### config.mk
export PLATFORM = sky130hd
export DESIGN_NAME = s2p_word_deserializer
export DESIGN_NICKNAME = d
export VERILOG_FILES = /design/src/rtl/s2p_word_deserializer.sv
export SDC_FILE = /design/constraint.sdc
export NUM_CORES = 1
export LEC_CHECK = 0
export ABC_AREA = 1
export BUFFER_PORTS_ARGS = -buffer_cell sky130_fd_sc_hd__buf_4
export CAP_MARGIN = 25
export CORE_ASPECT_RATIO = 0.75
export CORE_MARGIN = 8
export CORE_UTILIZATION = 50
export CTS_CLUSTER_DIAMETER = 100
export DETAILED_ROUTE_END_ITERATION = 10
export PLACE_DENSITY = 0.71
export SLEW_MARGIN = 40
export SYNTH_ARGS = -nofsm -noshare
export SYNTH_HDL_FRONTEND = slang
export SYNTH_SLANG_ARGS = --single-unit
### constraint.sdc
create_clock -name clk -period 2.92 [get_ports clk]
set_input_delay 0.292 -clock clk [delete_from_list [all_inputs] [get_ports clk]]
set_output_delay 0.292 -clock clk [all_outputs]
set_load 0.01 [all_outputs]
### src/rtl/s2p_word_deserializer.sv
// s2p_word_deserializer
// Serial-to-parallel word deserializer for the USB/SD bulk data path.
// Accepted serial bits are framed into NUM_BITS-wide words. The bit order is
// chosen per word, and completed words are buffered in a small FIFO with a
// valid/ready handshake and a sticky overflow flag.
// Optional feature macro: S2P_BIT_UNSTUFF_EN adds bit-unstuffing (after six
// accepted ones the next qualified bit is dropped) and drives the stuff_err
// pulse. Without it, every qualified bit is accepted and stuff_err is 0.
// Reset is synchronous and active-low (n_rst). clear flushes the partial word,
// the FIFO and overflow, but keeps the latched bit order.

module s2p_word_deserializer #(
  parameter int NUM_BITS   = 8,
  parameter int FIFO_DEPTH = 2
) (
  input  logic                              clk,
  input  logic                              n_rst,
  input  logic                              shift_enable,
  input  logic                              pause,
  input  logic                              serial_in,
  input  logic                              msb_first,
  input  logic                              clear,
  input  logic                              word_ready,
  output logic [NUM_BITS-1:0]               word_out,
  output logic                              word_valid,
  output logic [$clog2(FIFO_DEPTH+1)-1:0]   fifo_count,
  output logic [$clog2(NUM_BITS)-1:0]       bit_count,
  output logic                              overflow,
  output logic                              stuff_err
);

  localparam int CW = $clog2(FIFO_DEPTH + 1);
  localparam int BW = $clog2(NUM_BITS);
  localparam int PW = $clog2(FIFO_DEPTH);

  localparam logic [BW-1:0] LAST_BIT   = BW'(NUM_BITS - 1);
  localparam logic [CW-1:0] FULL_COUNT = CW'(FIFO_DEPTH);

  // Shift-register side state
  logic [NUM_BITS-1:0] sr_q, sr_d;
  logic [BW-1:0]       bit_count_q, bit_count_d;
  logic                order_q, order_d;

  // FIFO state
  logic [NUM_BITS-1:0] mem_q [FIFO_DEPTH];
  logic [NUM_BITS-1:0] mem_d [FIFO_DEPTH];
  logic [PW-1:0]       wr_ptr_q, wr_ptr_d;
  logic [PW-1:0]       rd_ptr_q, rd_ptr_d;
  logic [CW-1:0]       count_q, count_d;
  logic                overflow_q, overflow_d;

  // Handshake and control strobes
  logic strobe;
  logic accept;
  logic cur_order;
  logic word_done;
  logic fifo_pop;
  logic fifo_full;
  logic fifo_push;
  logic fifo_drop;

`ifdef S2P_BIT_UNSTUFF_EN
  logic [2:0] ones_run_q, ones_run_d;
  logic       stuff_err_q, stuff_err_d;
  logic       stuff_drop;
`endif

  // Qualify the bit strobe; with unstuffing, the bit after six ones is dropped
  always_comb begin
    strobe = shift_enable & ~pause;
`ifdef S2P_BIT_UNSTUFF_EN
    stuff_drop = strobe & (ones_run_q == 3'd6);
    accept     = strobe & ~stuff_drop;
`else
    accept     = strobe;
`endif
  end

`ifdef S2P_BIT_UNSTUFF_EN
  // Track the run of accepted ones and flag a 1 found in the stuff slot
  always_comb begin
    ones_run_d  = ones_run_q;
    stuff_err_d = 1'b0;
    if (stuff_drop) begin
      ones_run_d  = 3'd0;
      stuff_err_d = serial_in;
    end else if (accept) begin
      ones_run_d = serial_in ? (ones_run_q + 3'd1) : 3'd0;
    end
    if (clear) begin
      ones_run_d  = 3'd0;
      stuff_err_d = 1'b0;
    end
  end
`endif

  // Shift accepted bits in; the order is sampled on the first bit of each word
  always_comb begin
    sr_d        = sr_q;
    bit_count_d = bit_count_q;
    order_d     = order_q;
    word_done   = 1'b0;
    cur_order   = (bit_count_q == '0) ? msb_first : order_q;
    if (accept) begin
      if (bit_count_q == '0) begin
        order_d = msb_first;
      end
      if (cur_order) begin
        sr_d = {sr_q[NUM_BITS-2:0], serial_in};
      end else begin
        sr_d = {serial_in, sr_q[NUM_BITS-1:1]};
      end
      if (bit_count_q == LAST_BIT) begin
        bit_count_d = '0;
        word_done   = 1'b1;
      end else begin
        bit_count_d = bit_count_q + BW'(1);
      end
    end
    if (clear) begin
      sr_d        = '1;
      bit_count_d = '0;
      word_done   = 1'b0;
    end
  end

  // FIFO bookkeeping: a push into a full FIFO succeeds only alongside a pop
  always_comb begin
    fifo_pop   = (count_q != '0) & word_ready;
    fifo_full  = (count_q == FULL_COUNT);
    fifo_push  = word_done & (~fifo_full | fifo_pop);
    fifo_drop  = word_done & fifo_full & ~fifo_pop;
    mem_d      = mem_q;
    wr_ptr_d   = wr_ptr_q;
    rd_ptr_d   = rd_ptr_q;
    count_d    = count_q;
    overflow_d = overflow_q | fifo_drop;
    if (fifo_push) begin
      mem_d[wr_ptr_q] = sr_d;
      wr_ptr_d        = wr_ptr_q + PW'(1);
    end
    if (fifo_pop) begin
      rd_ptr_d = rd_ptr_q + PW'(1);
    end
    case ({fifo_push, fifo_pop})
      2'b10:   count_d = count_q + CW'(1);
      2'b01:   count_d = count_q - CW'(1);
      default: count_d = count_q;
    endcase
    if (clear) begin
      wr_ptr_d   = '0;
      rd_ptr_d   = '0;
      count_d    = '0;
      overflow_d = 1'b0;
    end
  end

  // Control state register with synchronous active-low reset
  always_ff @(posedge clk) begin
    if (!n_rst) begin
      sr_q        <= '1;
      bit_count_q <= '0;
      order_q     <= 1'b1;
      wr_ptr_q    <= '0;
      rd_ptr_q    <= '0;
      count_q     <= '0;
      overflow_q  <= 1'b0;
    end else begin
      sr_q        <= sr_d;
      bit_count_q <= bit_count_d;
      order_q     <= order_d;
      wr_ptr_q    <= wr_ptr_d;
      rd_ptr_q    <= rd_ptr_d;
      count_q     <= count_d;
      overflow_q  <= overflow_d;
    end
  end

  // Word storage needs no reset: entries are only visible while counted
  always_ff @(posedge clk) begin
    mem_q <= mem_d;
  end

`ifdef S2P_BIT_UNSTUFF_EN
  // Unstuffing state register
  always_ff @(posedge clk) begin
    if (!n_rst) begin
      ones_run_q  <= 3'd0;
      stuff_err_q <= 1'b0;
    end else begin
      ones_run_q  <= ones_run_d;
      stuff_err_q <= stuff_err_d;
    end
  end
`endif

  // Output drive; the head reads as all ones whenever the FIFO is empty
  always_comb begin
    word_valid = (count_q != '0);
    word_out   = word_valid ? mem_q[rd_ptr_q] : '1;
    fifo_count = count_q;
    bit_count  = bit_count_q;
    overflow   = overflow_q;
`ifdef S2P_BIT_UNSTUFF_EN
    stuff_err  = stuff_err_q;
`else
    stuff_err  = 1'b0;
`endif
  end

endmodule

[Word-level counts from Yosys, hierarchy flattened]
Cells that the tools add are included.
Operators by class
  add/subtract/negate cells: 5
  multiply operators: 0
  div/mod/pow operators: 0
  order comparisons: 3
  equal/unequal tests: 4
  shift-type cells: 0
  muxes and demuxes: 16
  bitwise operators: 13
  reduce and logical (&&, ||, !) cells: 5
Operator list (count)
  8-bit 2-to-1 mux: 8
  16-bit bitwise mux: 1
  8-bit demux with 1-bit select: 1
  1-bit bitwise AND: 5
  2-bit equality test (second input constant): 2
  2-bit >= comparator (second input constant): 2
  1-bit 2-to-1 mux: 4
  1-bit NOT: 4
  1-bit NOT with 2-bit output: 2
  2-bit case mux with 2 select lines: 1
  2-bit nonzero test: 2
  3-bit by 1-bit adder with 3-bit output (second input constant): 1
  3-bit equality test (second input constant): 1
  3-bit zero test: 1
  3-bit 2-to-1 mux: 1
  1-bit adder (second input constant): 2
  2-bit by 1-bit adder with 2-bit output (second input constant): 1
  2-bit by 1-bit equality test with 1-bit output (second input constant): 1
  2-bit by 1-bit < comparator with 1-bit output (second input constant): 1
  1-bit bitwise OR: 2
  2-bit OR reduction: 1
  2-bit by 1-bit subtractor with 2-bit output (second input constant): 1
  1-bit logical AND: 1
Storage, ports and cells
  register bits: 33
  bits in latches: 0
  bits in writable memories: 0
  ROM bits: 0
  input bits: 8
  output and inout port bits: 16
  memories: 0

[Logic depth before layout (Yosys ltp)]
  depth in word-level cells: 7
  mapped depth: 11
  mapped depth without buffers: 11

[Least setup slack after synthesis]
Ideal clock, no wire load.
  path type: register to register
  start: register bit_count_q[0] (netlist: bit_count[0])
  end: register mem_q[10] (netlist name) (enable)
  data arrival time: 1.336 ns
  setup slack: 1.214 ns
  cell stages (with the launch flop): 7
  clock period less this slack: 1.706 ns
  path through: dfxtp_1 -> ha_1 -> ha_1 -> nand2_2 -> nor2_4 -> nand2_4 -> nor2_1
Between the ends
  longest elaborated chain between the ends: 5
Ends and longest elaborated chain
  from (decl): line 41  | logic [BW-1:0] bit_count_q, bit_count_d;
  from (signal assigned): line 170  | bit_count_q <= bit_count_d;
  3-bit equality test: line 113  | if (bit_count_q == LAST_BIT) begin
  1-bit 2-to-1 mux: line 113
  1-bit 2-to-1 mux: line 104  | if (accept) begin
  1-bit 2-to-1 mux: line 120  | if (clear) begin
  1-bit bitwise AND: line 131  | fifo_push = word_done & (~fifo_full | fifo_pop);
  to (signal assigned): line 181  | mem_q <= mem_d;
  to (decl): line 45  | logic [NUM_BITS-1:0] mem_q [FIFO_DEPTH];
Every way passes these cells.
A chain may end at the register's enable or synchronous reset.

[Final worst setup path]
  start: register bit_count_q[0] (netlist: bit_count[0])
  end: register mem_q[11] (netlist name) (enable)
Same word-level chain as after synthesis.

==> results_dict.tcl <==
set metrics [dict create \
    dp_slack_ns 1.083 \
    cts_hold_repair.buffers 0 \
    yosysUniqueCellTypes 27 \
    viasPerCell 5.185 \
    cts_setup_buffers 0 \
    areaGrowthSynthToFinish_pct 17.86 \
    grtUsageTotal_pct 13.17 \
    layout_setup_ws_ns 1.109 \
    synth_cells 177 \
    clk_pin_slew_worst_paths_ns 0.07 \
    boundaryPins 24 \
    leakage_uw 0.0008619 \
    worstSkewPairLatency_ns 0.28 \
    holdWs_ns 0.2432 \
    worst_hold_path_type "in -> reg" \
    max_freq_ghz 0.5522 \
    die_w_microns 82.11 \
    path_class "reg -> reg" \
    drc 0 \
    core_area_sq_um 3221 \
    clock-sinks 33 \
    status "completed" \
    die_h_microns 65.59 \
    p_total_uw 991.4 \
    cp-start-kind "flop" \
    setup_viol 0 \
    dr.pass1.iters 4 \
    max-cap-violations 0 \
    synth_top_flop_cell "dfxtp_1" \
    clock-root-buffer "clkbuf_8" \
    cts_repair_resize_count 0 \
    start_util_pct 50.89 \
    globalplace.congestion 0.8223 \
    yosys_warnings 0 \
    diodes 0 \
    period_needed_ns 1.811 \
    synth-edff-count 16 \
    setup_tns_ns 0 \
    slew_headroom_pct 59.74 \
    period_share_pct 62.02 \
    final_nets 214 \
    synth_seq_cells 33 \
    yosysSeqAreaShare_pct 50.08 \
    cellPowerDensity_nw_per_um2 513.2 \
    hold_violations 0 \
    htree_levels 2 \
    peakVddDrop_mv 0.3677 \
    fin_worst_skew_ns 0.002810 \
    worstPathArrival_ns 1.73 \
    antenna_found_initial 0 \
    grt_start_max_net_pins 17 \
    vias 1260 \
    syn-cell-area_sq_um 1639 \
    io_buffers 22 \
    cts_buffer_depth 2 \
    grt_first_pass_wirelength_microns 5395 \
    cp_max_fo 8 \
    syn-mean-instance-area_sq_um 9.260 \
    async_flop_share_pct 0 \
    worstSetupEndpointType "flop" \
    wl_per_cell_microns 13.46 \
    dieArea_sq_um 5385 \
    rows 18 \
    worstMarginPinSlew_ns 0.6016 \
    critPathRequiredTime_ns 2.84 \
    drt-initial-drc-count 82 \
    grt_setup_unrepaired "false" \
    ant_nets 0 \
    grt_pass1_vias 1160 \
    cts_tree "built" \
    maxSlewViolCount 0 \
    drive_gt1_share_pct 29.56 \
    gr-total-overflow 0 \
    dp.final_hpwl_microns 2407 \
    synth_fp_nets 189 \
    cts_inserted_buffers 5 \
    wirelength_microns 3270 \
]
## cell usage after synthesis (2+ instances only)
cell type	instances	area (sq um)
nand3_1	41	205.2
a21oi_1	6	30.03
edfxtp_1	16	480.5
nor2_1	4	15.01
inv_1	18	67.56
dfxtp_1	17	340.3
buf_2	2	10.01
nand2_1	27	101.4
ha_1	4	50.05
nand2_4	4	45.04
inv_4	2	12.51
o21ai_0	3	15.01
nand2_2	4	25.02
o21ai_1	2	10.01
nor2_2	3	18.77
nor2_4	2	22.52
inv_2	3	11.26
nand3_2	10	100.1
## final timing paths
check              endpoint  slack [ns]    startpoint  cells past startpoint
setup / recovery  mem_q[11]        1.11  bit_count[0]                      6
hold / removal      order_q        0.24         n_rst                      2
setup reg to reg  mem_q[11]        1.11  bit_count[0]                      6
hold reg to reg    overflow        0.46      overflow                      2
## layout make-up
| class | instances | area, sq um |
|---|---|---|
| flip-flops and latches | 33 | 820.8 |
| clock buffers | 6 | 72.57 |
| well taps | 40 | 50.05 |
| inverters | 24 | 96.34 |
| fillers | 269 | 1289 |
| clock inverters | 2 | 33.78 |
| repair buffers | 22 | 165.2 |
| multi-input cells | 116 | 693.2 |
## registers in the layout (all words and copies together) (netlist names)
| name | flops |
|---|---|
| wr_ptr_q | 1 |
| mem_q | 16 |
| rd_ptr_q | 1 |
| bit_count | 3 |
| sr_q | 8 |
| overflow | 1 |
| order_q | 1 |
| fifo_count | 2 |
## critical path, stage by stage (launching register included)
cell	delay (ns)
dfxtp_1	0.37
ha_1	0.17
ha_1	0.18
nand2_2	0.07
nor2_4	0.11
nand2_4	0.08
nor2_1	0.47
## layout by cell type (no fill, tap or decap)
master / instances
a21oi_2: 1
clkinv_1: 1
o21ai_1: 2
inv_1: 18
nand3_1: 41
nand3b_4: 1
ha_1: 4
inv_2: 3
clkbuf_8: 5
dfxtp_1: 17
nand2b_1: 1
a21oi_1: 6
clkbuf_1: 1
clkinv_2: 1
nand2_4: 4
nor2_1: 4
nor2_2: 3
nand2_2: 4
bufinv_16: 1
nand2_1: 27
conb_1: 1
o21ai_0: 3
inv_4: 2
buf_4: 22
nor2_4: 2
edfxtp_1: 16
o21ai_2: 1
o211ai_1: 1
nand3_2: 10
## logic make-up (layout without fill, tap and decap cells)
kind of cell / Yosys count / count (layout) / share of synthesized area [%]
other: 1 / 1 / 0.2288
flip-flops: 33 / 33 / 50.08
adder cells (fa/ha/maj): 4 / 4 / 3.054
AO/OA/AOI/OAI: 14 / 14 / 4.886
buffers and inverters: 28 / 54 / 7.633
AND/OR/NAND/NOR: 97 / 97 / 34.12
## where the power goes
group          internal [uW]  switching (uW)
sequential               490            3.81
clock                    252             167
combinational           27.1            52.3
## routing by layer
| layer | global-route usage [%] | routed length (microns) | vias up | share of wire (%) |
|---|---|---|---|---|
| li1 | - | - | 640 | - |
| met1 | 16.22 | 1485 | 586 | 45 |
| met2 | 19.57 | 1521 | 29 | 47 |
| met3 | 5.586 | 210 | 5 | 6.4 |
| met4 | 5.895 | 52 | 0 | 1.6 |
| met5 | 0 | 0 | - | 0 |
## through the flow
step | util, % | instances | cell area, sq um
6_report | 59.98 | 243 | 1932
5_1_grt | 59.98 | 243 | 1932
4_1_cts | 59.98 | 243 | 1932
3_5_place_dp | 56.68 | 235 | 1826
3_3_place_gp | 56.68 | 235 | 1826
2_1_floorplan | - | 177 | 1639
(Power assumes the default switching activity.)
